==> src/rtl/tictactoe_pkg.sv <==
// Shared definitions for the tic-tac-toe board stream receiver.
//   - cell codes as driven on the chip's xoroout pins
//   - board geometry
//   - receiver FSM state encoding
//   - bit positions inside err_flags
package tictactoe_pkg;

    localparam logic [1:0] CELL_EMPTY = 2'b00;
    localparam logic [1:0] CELL_X     = 2'b01;
    localparam logic [1:0] CELL_O     = 2'b10;
    localparam logic [1:0] CELL_BAD   = 2'b11;

    localparam int NUM_CELLS = 9;
    localparam int BOARD_W   = 2 * NUM_CELLS;

    typedef enum logic {
        HUNT = 1'b0,
        RECV = 1'b1
    } rx_state_e;

    localparam int ERR_CELL    = 0;
    localparam int ERR_REGRESS = 1;
    localparam int ERR_OVERRUN = 2;

endpackage

==> src/rtl/rc_to_index.sv <==
// Row/column to linear cell index decode (row-major, index = row*3 + col).
//   row, col : 2-bit coordinates, value 3 is not a board position
//   idx      : 4-bit cell index, meaningful only when legal is high
//   legal    : both coordinates are inside the 3x3 board
module rc_to_index (
    input  logic [1:0] row,
    input  logic [1:0] col,
    output logic [3:0] idx,
    output logic       legal
);

    always_comb begin
        legal = (row != 2'd3) && (col != 2'd3);
        idx   = ({2'b00, row} * 4'd3) + {2'b00, col};
    end

endmodule

==> src/rtl/board_stream_rx.sv <==
// Receiver for the chip's rotating board output stream.
// Aligns to the cell stream, rebuilds the 18-bit board in a shadow register,
// screens each finished frame for illegal cells and regressions, and after
// LOCK_FRAMES consecutive clean frames hands frames out over valid/ready.
//   clk, reset            : single clock, synchronous active-high reset
//   in_valid, xoro,row,col: incoming cell sample
//   board, change_mask,
//   restart, out_valid,
//   out_ready             : delivered frame and its handshake
//   locked                : alignment established
//   sync_err              : one-cycle pulse on a sequence break
//   err_flags, err_clr    : sticky {overrun, regress_err, cell_err} and clear
module board_stream_rx
    import tictactoe_pkg::*;
#(
    parameter int LOCK_FRAMES = 2
) (
    input  logic                 clk,
    input  logic                 reset,
    input  logic                 in_valid,
    input  logic [1:0]           xoro,
    input  logic [1:0]           row,
    input  logic [1:0]           col,
    output logic [BOARD_W-1:0]   board,
    output logic [NUM_CELLS-1:0] change_mask,
    output logic                 restart,
    output logic                 out_valid,
    input  logic                 out_ready,
    output logic                 locked,
    output logic                 sync_err,
    output logic [2:0]           err_flags,
    input  logic                 err_clr
);

    localparam logic [2:0] LOCK_TGT = 3'(LOCK_FRAMES);

    rx_state_e              state_q, state_d;
    logic [3:0]             exp_q, exp_d;
    logic [BOARD_W-1:0]     shadow_q, shadow_d;
    logic                   bad_q, bad_d;
    logic [2:0]             lock_cnt_q, lock_cnt_d;
    logic                   locked_q, locked_d;
    logic [BOARD_W-1:0]     board_q, board_d;
    logic [NUM_CELLS-1:0]   change_q, change_d;
    logic                   restart_q, restart_d;
    logic                   out_valid_q, out_valid_d;
    logic                   sync_err_q, sync_err_d;
    logic [2:0]             err_q, err_d;

    logic [3:0]             idx;
    logic                   legal;

    logic                   start, accept, frame_done, cell_bad;
    logic                   regress_raw, regress, frame_empty, prev_empty;
    logic [NUM_CELLS-1:0]   chg_mask;
    logic [2:0]             cnt_nxt;

    rc_to_index u_rc_to_index (
        .row   (row),
        .col   (col),
        .idx   (idx),
        .legal (legal)
    );

    always_comb begin
        state_d     = state_q;
        exp_d       = exp_q;
        shadow_d    = shadow_q;
        bad_d       = bad_q;
        lock_cnt_d  = lock_cnt_q;
        locked_d    = locked_q;
        board_d     = board_q;
        change_d    = change_q;
        restart_d   = restart_q;
        out_valid_d = out_valid_q;
        sync_err_d  = 1'b0;
        err_d       = err_q;

        cell_bad    = (xoro == CELL_BAD);
        start       = 1'b0;
        accept      = 1'b0;
        frame_done  = 1'b0;
        regress_raw = 1'b0;
        chg_mask    = '0;
        cnt_nxt     = lock_cnt_q;

        // Clear first so any flag-setting event below overrides it.
        if (err_clr)
            err_d = '0;

        if (out_valid_q && out_ready)
            out_valid_d = 1'b0;

        if (in_valid) begin
            if (state_q == HUNT) begin
                start = legal && (idx == 4'd0);
            end else if (legal && (idx == exp_q)) begin
                accept = 1'b1;
            end else begin
                sync_err_d = 1'b1;
                lock_cnt_d = '0;
                locked_d   = 1'b0;
                // A break that lands on cell 0 is itself a valid frame start.
                if (legal && (idx == 4'd0)) begin
                    start = 1'b1;
                end else begin
                    state_d = HUNT;
                    exp_d   = 4'd0;
                end
            end
        end

        if (start) begin
            shadow_d = {{(BOARD_W-2){1'b0}}, xoro};
            bad_d    = cell_bad;
            exp_d    = 4'd1;
            state_d  = RECV;
        end

        if (accept) begin
            for (int k = 0; k < NUM_CELLS; k++)
                if (idx == 4'(k))
                    shadow_d[2*k +: 2] = xoro;
            // Cell 0 opens a new frame, so the bad marker of the old one is dropped.
            bad_d      = ((idx == 4'd0) ? 1'b0 : bad_q) | cell_bad;
            frame_done = (exp_q == 4'd8);
            exp_d      = frame_done ? 4'd0 : exp_q + 4'd1;
        end

        if ((start || accept) && cell_bad)
            err_d[ERR_CELL] = 1'b1;

        // Compare the frame being closed against the last delivered board.
        frame_empty = (shadow_d == '0);
        prev_empty  = (board_q == '0);
        for (int k = 0; k < NUM_CELLS; k++) begin
            if ((board_q[2*k +: 2] != CELL_EMPTY) && (shadow_d[2*k +: 2] != board_q[2*k +: 2]))
                regress_raw = 1'b1;
            if ((board_q[2*k +: 2] == CELL_EMPTY) && (shadow_d[2*k +: 2] != CELL_EMPTY))
                chg_mask[k] = 1'b1;
        end
        // An all-empty frame is the chip restarting its game, not a regression.
        regress = regress_raw && !frame_empty;

        if (frame_done) begin
            if (regress)
                err_d[ERR_REGRESS] = 1'b1;
            if (bad_d || regress) begin
                lock_cnt_d = '0;
                locked_d   = 1'b0;
            end else begin
                cnt_nxt    = (lock_cnt_q >= LOCK_TGT) ? LOCK_TGT : lock_cnt_q + 3'd1;
                lock_cnt_d = cnt_nxt;
                if (cnt_nxt == LOCK_TGT)
                    locked_d = 1'b1;
                if (locked_d) begin
                    if (out_valid_q && !out_ready) begin
                        err_d[ERR_OVERRUN] = 1'b1;
                    end else begin
                        board_d     = shadow_d;
                        change_d    = chg_mask;
                        restart_d   = frame_empty && !prev_empty;
                        out_valid_d = 1'b1;
                    end
                end
            end
        end
    end

    always_ff @(posedge clk) begin
        if (reset) begin
            state_q     <= HUNT;
            exp_q       <= '0;
            shadow_q    <= '0;
            bad_q       <= 1'b0;
            lock_cnt_q  <= '0;
            locked_q    <= 1'b0;
            board_q     <= '0;
            change_q    <= '0;
            restart_q   <= 1'b0;
            out_valid_q <= 1'b0;
            sync_err_q  <= 1'b0;
            err_q       <= '0;
        end else begin
            state_q     <= state_d;
            exp_q       <= exp_d;
            shadow_q    <= shadow_d;
            bad_q       <= bad_d;
            lock_cnt_q  <= lock_cnt_d;
            locked_q    <= locked_d;
            board_q     <= board_d;
            change_q    <= change_d;
            restart_q   <= restart_d;
            out_valid_q <= out_valid_d;
            sync_err_q  <= sync_err_d;
            err_q       <= err_d;
        end
    end

    assign board       = board_q;
    assign change_mask = change_q;
    assign restart     = restart_q;
    assign out_valid   = out_valid_q;
    assign locked      = locked_q;
    assign sync_err    = sync_err_q;
    assign err_flags   = err_q;

endmodule

==> config.mk <==
export PLATFORM = sky130hd
export DESIGN_NAME = board_stream_rx
export DESIGN_NICKNAME = d
export VERILOG_FILES = /design/src/rtl/tictactoe_pkg.sv /design/src/rtl/rc_to_index.sv /design/src/rtl/board_stream_rx.sv
export SDC_FILE = /design/constraint.sdc
export NUM_CORES = 1
export LEC_CHECK = 0
export ABC_CLOCK_PERIOD_IN_PS = 4100
export CORE_MARGIN = 2
export CORE_UTILIZATION = 51
export DETAILED_ROUTE_END_ITERATION = 10
export PLACE_DENSITY_LB_ADDON = 0.3
export SLEW_MARGIN = 10
export SYNTH_ARGS = -nofsm -noshare
export SYNTH_HDL_FRONTEND = slang
export SYNTH_SLANG_ARGS = --single-unit
export TNS_END_PERCENT = 1
==> constraint.sdc <==
create_clock -name clk -period 4.1 [get_ports clk]
set_input_delay 0.615 -clock clk [delete_from_list [all_inputs] [get_ports clk]]
set_output_delay 0.615 -clock clk [all_outputs]
set_load 0.02 [all_outputs]
## After elaboration in Yosys (flattened, before gate mapping)

Cells that the tools add are included.

- Output and inout bits: 34
- Flip-flop bits (word level): 61

- Bitwise gates (word level): 5
- $mul: 1
- Equal/unequal tests: 26
- Mux-type cells: 78
- Order comparisons: 1
- Reduce and logical (&&, ||, !) cells: 71
- $add $sub $neg: 3

Operator list:

| cell | count |
|---|---|
| 1-bit 2-to-1 mux | 52 |
| 2-bit nonzero test | 22 |
| 18-bit zero test | 2 |
| 18-bit 2-to-1 mux | 2 |
| 4-bit 2-to-1 mux | 7 |
| 1-bit logical AND | 26 |
| 3-bit 2-to-1 mux | 7 |
| 2-bit 2-to-1 mux | 10 |
| 2-bit zero test | 9 |
| 2-bit != test | 9 |
| 4-bit by 3-bit == test with 1-bit output (second input constant) | 4 |
| 4-bit by 2-bit == test with 1-bit output (second input constant) | 2 |
| 4-bit == test (second input constant) | 2 |
| 4-bit AND reduction | 2 |
| 2-bit != test (second input constant) | 3 |
| 3-bit != test (second input constant) | 2 |
| 3-bit nonzero test | 2 |
| 4-bit by 1-bit adder with 4-bit output (second input constant) | 1 |
| 4-bit by 2-bit adder with 4-bit output | 1 |
| 4-bit by 1-bit == test with 1-bit output (second input constant) | 1 |
| 4-bit == test | 1 |
| 4-bit zero test | 1 |
| 2-bit by 2-bit multiplier with 4-bit output (second input constant) | 1 |
| 1-bit inverter | 4 |
| other kinds (9) | 12 |

## Longest topological paths before layout

- Word-level depth: 29
- Gate-level depth with buffers: 17
- Mapped depth without buffers: 13

## Modules after synthesis

From an unflattened synthesis, not the netlist that was laid out.

- Cells, all modules: 456
- Area, all modules: 3837.4 um^2

Modules (own cells, without submodules):

| module | cells each | instances | area an instance (um^2) |
|---|---|---|---|
| board_stream_rx | 443 | 1 | 3724.8 |
| rc_to_index | 13 | 1 | 112.6 |

## Worst setup path before layout

OpenSTA, ideal clock, no wires.

- Kind: in2reg
- Start point: in row[0]
- End point: reg board_q[0] (netlist: board[0])
- Setup slack: -0.186 ns
- Stages on the path: 14
- Setup time: 0.121 ns
- Path buffers: 1
- Data required time: 3.979 ns
- Arrival time: 4.165 ns
- Cells stage by stage: fa_1 -> ha_1 -> inv_1 -> fa_1 -> and4b_1 -> nand4_2 -> nand2b_1 -> o21a_1 -> a22oi_1 -> nand4_2 -> nor4_4 -> o21ai_4 -> buf_6 -> mux2_4

- Cells in the longest elaborated chain, start to end: 26
- Elaborated cells on any way between the ends: 78
- Those cells by class: 1 x add/sub; 1 x mul; 19 x eq/ne; 37 x mux; 2 x bitwise; 18 x reduce/logical

Ends and longest elaborated chain:

| element | line | source |
|---|---|---|
| from (decl) | board_stream_rx.sv:22 | `input logic [1:0] row,` |
| 2-bit by 2-bit multiplier with 4-bit output | rc_to_index.sv:14 | `idx = ({2'b00, row} * 4'd3) + {2'b00, col};` |
| 4-bit by 2-bit adder with 4-bit output | rc_to_index.sv:14 |  |
| 4-bit zero test | - |  |
| 1-bit logical AND | board_stream_rx.sv:96, board_stream_rx.sv:104 |  |
| 1-bit 2-to-1 mux | board_stream_rx.sv:104 | `if (legal && (idx == 4'd0)) begin` |
| 1-bit 2-to-1 mux | board_stream_rx.sv:97 | `end else if (legal && (idx == exp_q)) begin` |
| 1-bit 2-to-1 mux | board_stream_rx.sv:95 | `if (state_q == HUNT) begin` |
| 1-bit 2-to-1 mux | board_stream_rx.sv:94 | `if (in_valid) begin` |
| [2 not listed] | - |  |
| 18-bit 2-to-1 mux | board_stream_rx.sv:120 | `if (accept) begin` |
| 2-bit != test | board_stream_rx.sv:137 | `if ((board_q[2*k +: 2] != CELL_EMPTY) && (shadow_d[2*k +: 2] != board_q[2*k +: 2]))` |
| 1-bit logical AND | board_stream_rx.sv:137 |  |
| 1-bit 2-to-1 mux (9 in series) | board_stream_rx.sv:137 |  |
| 1-bit logical AND | board_stream_rx.sv:143 | `regress = regress_raw && !frame_empty;` |
| 1-bit logical OR | board_stream_rx.sv:148 | `if (bad_d \|\| regress) begin` |
| 1-bit inverter (no source line) | - |  |
| 4-bit AND reduction (no source line) | - |  |
| to (signal assigned) | board_stream_rx.sv:191 | `board_q <= board_d;` |
| to (decl) | board_stream_rx.sv:43 | `logic [BOARD_W-1:0] board_q, board_d;` |

Parallel ways exist; a longest one is shown, timed or not. The select of a mux whose other input is x is not followed.
A chain may end at the register's enable or synchronous reset.

## Worst setup path after layout

- Start point: in row[1]
- End point: reg board_q[13] (netlist: board[13])

Same word-level chain as after synthesis.

==> flow_results.org <==
** Outcome
- The run finished, with violations left.
- The checks that failed: setup timing.

** Route
- After detailed routing, the total wire length is 14,100 um.
- Detailed-route wire length per cell :: between 20 and 25 um
- Initial DRC Count :: 581
- DR vias :: 4,482
- In the routed layout, each cell is associated on average with a via count of 6.44.
- The detail route stage leaves a number of antenna-violating nets equal to 0.
- After detailed routing, the number of remaining DRC violations is 0.
- DR pass1 iterations :: 8

** Power
- Proportion of power drawn by combinational gates :: 12.5%
- Sequential cells account for 42.9% of the total power.
- Net switching is 26.7% of the power.
- Summed over all nets, the switching power comes to 0.000370 W.
- Leak Pwr :: 2.21 nW
- Dividing total power by cell area gives a power density of 249 nW/um^2.
- Peak supply drop :: 0.210 mV
- Overall power consumption :: 0.00139 W
- P_int :: 0.00102 W
- The clock network is responsible for about 45% of the overall power.

** Worst setup path
- Cell chain of the critical path :: buf_8, fa_1, ha_2, inv_2, fa_2, xor2_2, and2_1, a31o_4, buf_12, buf_4, o2111ai_1, a21oi_1, nand4b_1, nor4_4, o21ai_4, buf_12, mux2_4
- The worst setup path is captured at a flip-flop.
- Counting stages on the worst path, the most repeated cell is sky130_fd_sc_hd__buf_12.
- The critical path in this run is classified as input port to flip-flop.
- Reg2Reg Depth :: 11
- For this run, the slowest stage of the critical path takes around 540 ps.
- Number of stages on the worst setup path :: 17
- Critical path required time :: 4340 ps
- Highest-delay cell along the critical path :: sky130_fd_sc_hd__fa_1
- Worst R2R Start :: exp_q[0]
- The worst setup path is launched from an input port.
- Number of buffers and inverters on the critical path :: 5
- Setup crit start :: row[1]
- Kind of cell with the highest combined delay on the critical path :: adder cells
- Maximum fanout encountered on the critical timing path :: 8
- Arrival time worst endpoint :: 4470 ps

** Final layout
- Relative to the synthesized area, the layout overhead comes to 48.5%.
- Ratio of cells with drive above 1 in the final layout :: 31.2%
- Total of fill cells in the finished design :: 463
- Number of antenna repair diodes :: 0
- Nets@finish :: just over 600
- Top library cells by usage in the layout, fill and taps aside :: sky130_fd_sc_hd__buf_4, sky130_fd_sc_hd__dfxtp_1, sky130_fd_sc_hd__nor2_1
- Most common cell after layout, fill and taps aside :: sky130_fd_sc_hd__buf_4

** Timing
- Crit path time final :: 4230 ps
- Part of the cycle the worst path needs :: 103%
- Setup slack on the critical path of the routed design comes to -134 ps.
- Maximum clock frequency :: between 200 and 250 MHz
- Number of failing hold endpoints at the final stage :: 0
- Final setup violation count :: 25
- Slew of the pin with the lowest slew margin :: 601 ps
- The final count of pins violating max slew was 0.
- TNS Setup :: -2270 ps
- The tightest hold path in the finished design has a slack of around 450 ps.
- Setup repair after global routing could not meet its margin everywhere.
- Across the routed clock network, the largest skew measured is 12.7 ps.
- Worst relative slew slack :: 59.9%

** Clocking
- Master cell of the clock root buffer :: sky130_fd_sc_hd__clkbuf_8
- The tree built by TritonCTS fans out to 61 sinks.
- Maximum number of buffers from clock root to sink :: 2
- After clock tree synthesis, the clock-pin slew on the worst setup and hold paths is 70 ps.
- Total clock buffers created by CTS :: 9
- Clock tree from TritonCTS :: yes
- The H-tree was split into 3 levels.
- Clock insertion delay at the later pin of the skew report :: about 360 ps

** Floorplanning
- The die is 89.7 um wide.
- Once the floorplan was initialized, standard cells occupied 52.2% of the core.
- Total core area :: 7180 sq um
- The floorplan has 31 rows.
- DIE HEIGHT :: approximately 90 um
- Pin placement for this block handled 45 I/O pins.
- The die covers 8040 sq um.

** Placed design
- Count of input and output buffers :: 44
- Routability-driven placement finished with a final weighted congestion of 0.967.
- Post-place setup slack :: -884 ps
- Detailed placement finished with a half-perimeter wire length of 8310 um.

** Logic synthesis
- For this run, the number of Yosys warnings is 0.
- Most frequently used flop master after synthesis :: sky130_fd_sc_hd__dfxtp_1
- Synthesis produced 458 cells.
- Counting flops and latches in the post-synthesis netlist gives just over 60.
- Cell types occupying the most area after synthesis :: sky130_fd_sc_hd__dfxtp_1, sky130_fd_sc_hd__a21oi_1, sky130_fd_sc_hd__mux2_4
- Async S/R FF share, synth :: 0%
- Syn_nets :: 478
- After synthesis, the largest area contributor takes up 32.6% of total cell area.
- Synthesized area per cell :: about 8.2 sq um
- Count of unique library cells instantiated by Yosys :: 62
- Sequential element share of the synthesized area :: 32.6%
- Post-synthesis instance area :: 3740 sq um
- Biggest area consumer among synthesized cells :: sky130_fd_sc_hd__dfxtp_1
- Counting flops with a built-in enable in the synthesized netlist gives 0.

** GRT
- In the global route stage, met1 resource usage came out at 40.2%.
- The number of antenna violations at the first check in global routing came to 0.
- GR met3 Demand/Resource :: 6.86%
- Overflow left after global routing :: 0
- For met2 alone, demand over resource in global routing was 54.3%.
- Most Used Layer, Global Route :: met2
- First-pass GRT wire length :: between 20,000 and 25,000 um
- Vias in the first global route :: 4,263
- All-layer global routing usage :: 33.5%
- Entering global routing, the biggest net connects 41 pins.

** Worst hold path
- In this run the most critical hold path is launched from bad_q.
- The worst hold path belongs to the class flip-flop to flip-flop.
- Hold Path Cell Cnt :: 2

** Flow run
- Max-cap violations in this run came to 0.
==> what timing repair did <==
action / 4_1_cts / 5_1_grt
hold buffers: 0 / 0
cloned: 3 / 0
resized for setup: 44 / 22
endpoints found under the setup margin: 35 / 34
setup buffers: 11 / 8
pin swaps: 15 / 18
==> area by class of cell <==
type	instances	area, sq um	share of cell area, %
multi-input combinational	354	2580	46.5
inverter	21	78.8	1.42
timing repair buffer	145	1330	23.9
tap	99	124	2.23
clock buffer	9	124	2.23
clock inverter	7	97.6	1.75
sequential	61	1220	22.0
==> metal layers <==
metal | part of all wire (%) | vias to the layer above
li1 | - | 1929
met5 | 0 | -
met2 | 46 | 344
met3 | 9.9 | 125
met1 | 37 | 2084
met4 | 6.9 | 0
==> logic make-up after synthesis <==
kind of cell,share of synthesized area (%)
simple gates,28.2
compound gates,19.9
flops,32.6
buf+inv,5.14
mux,9.76
fa+ha+maj,3.41
xor+xnor,0.936
==> final timing paths <==
path	end	slack, ps
max reg2reg	board[8]	800
min reg2reg	bad_q	450
max	board[13]	-130
min	bad_q	450
==> synth_stat cells, types with 11 or more instances <==
cell type / instances
sky130_fd_sc_hd__inv_1: 19
sky130_fd_sc_hd__mux2i_1: 11
sky130_fd_sc_hd__dfxtp_1: 61
sky130_fd_sc_hd__nand3_1: 18
sky130_fd_sc_hd__o21ai_0: 23
sky130_fd_sc_hd__nand2_1: 37
sky130_fd_sc_hd__nand2b_1: 17
sky130_fd_sc_hd__nor2_1: 44
sky130_fd_sc_hd__nor2b_1: 17
sky130_fd_sc_hd__nor3_1: 16
sky130_fd_sc_hd__mux2_4: 11
sky130_fd_sc_hd__clkbuf_1: 12
sky130_fd_sc_hd__a21oi_1: 33
==> power by group through the flow <==
| stage | Combinational [W] | Clock, W | Sequential (W) |
|---|---|---|---|
| after floorplan | 0.0000764 | 0 | 0.000608 |
| after global placement | 0.000136 | 0 | 0.000609 |
| after detailed placement | 0.000140 | 0 | 0.000609 |
| after CTS | 0.000154 | 0.000616 | 0.000595 |
| after global routing | 0.000185 | 0.000641 | 0.000595 |
| final | 0.000174 | 0.000617 | 0.000595 |
==> through the flow <==
step           util, %  instance area, sq um  instances
2_1_floorplan        -                  3790        458
3_3_place_gp      67.9                  4870        660
3_5_place_dp      67.9                  4870        660
4_1_cts           76.0                  5460        690
5_1_grt           77.5                  5560        696
6_report          77.5                  5560        696
==> worst min-delay path: cells and delay by family, from the launching register on <==
| family | cells | cell delay, ps |
|---|---|---|
| simple gates | 1 | 50 |
| flops | 1 | 310 |
| compound gates | 1 | 50 |
==> state kept, by name (all words and copies together), names as in the netlist <==
register     cells
exp_q            4
change_mask      9
lock_cnt_q       3
err_flags        3
sync_err         1
state_q          1
bad_q            1
locked           1
out_valid        1
restart          1
shadow_q        18
board           18
Power figures use the tool's default switching activity.
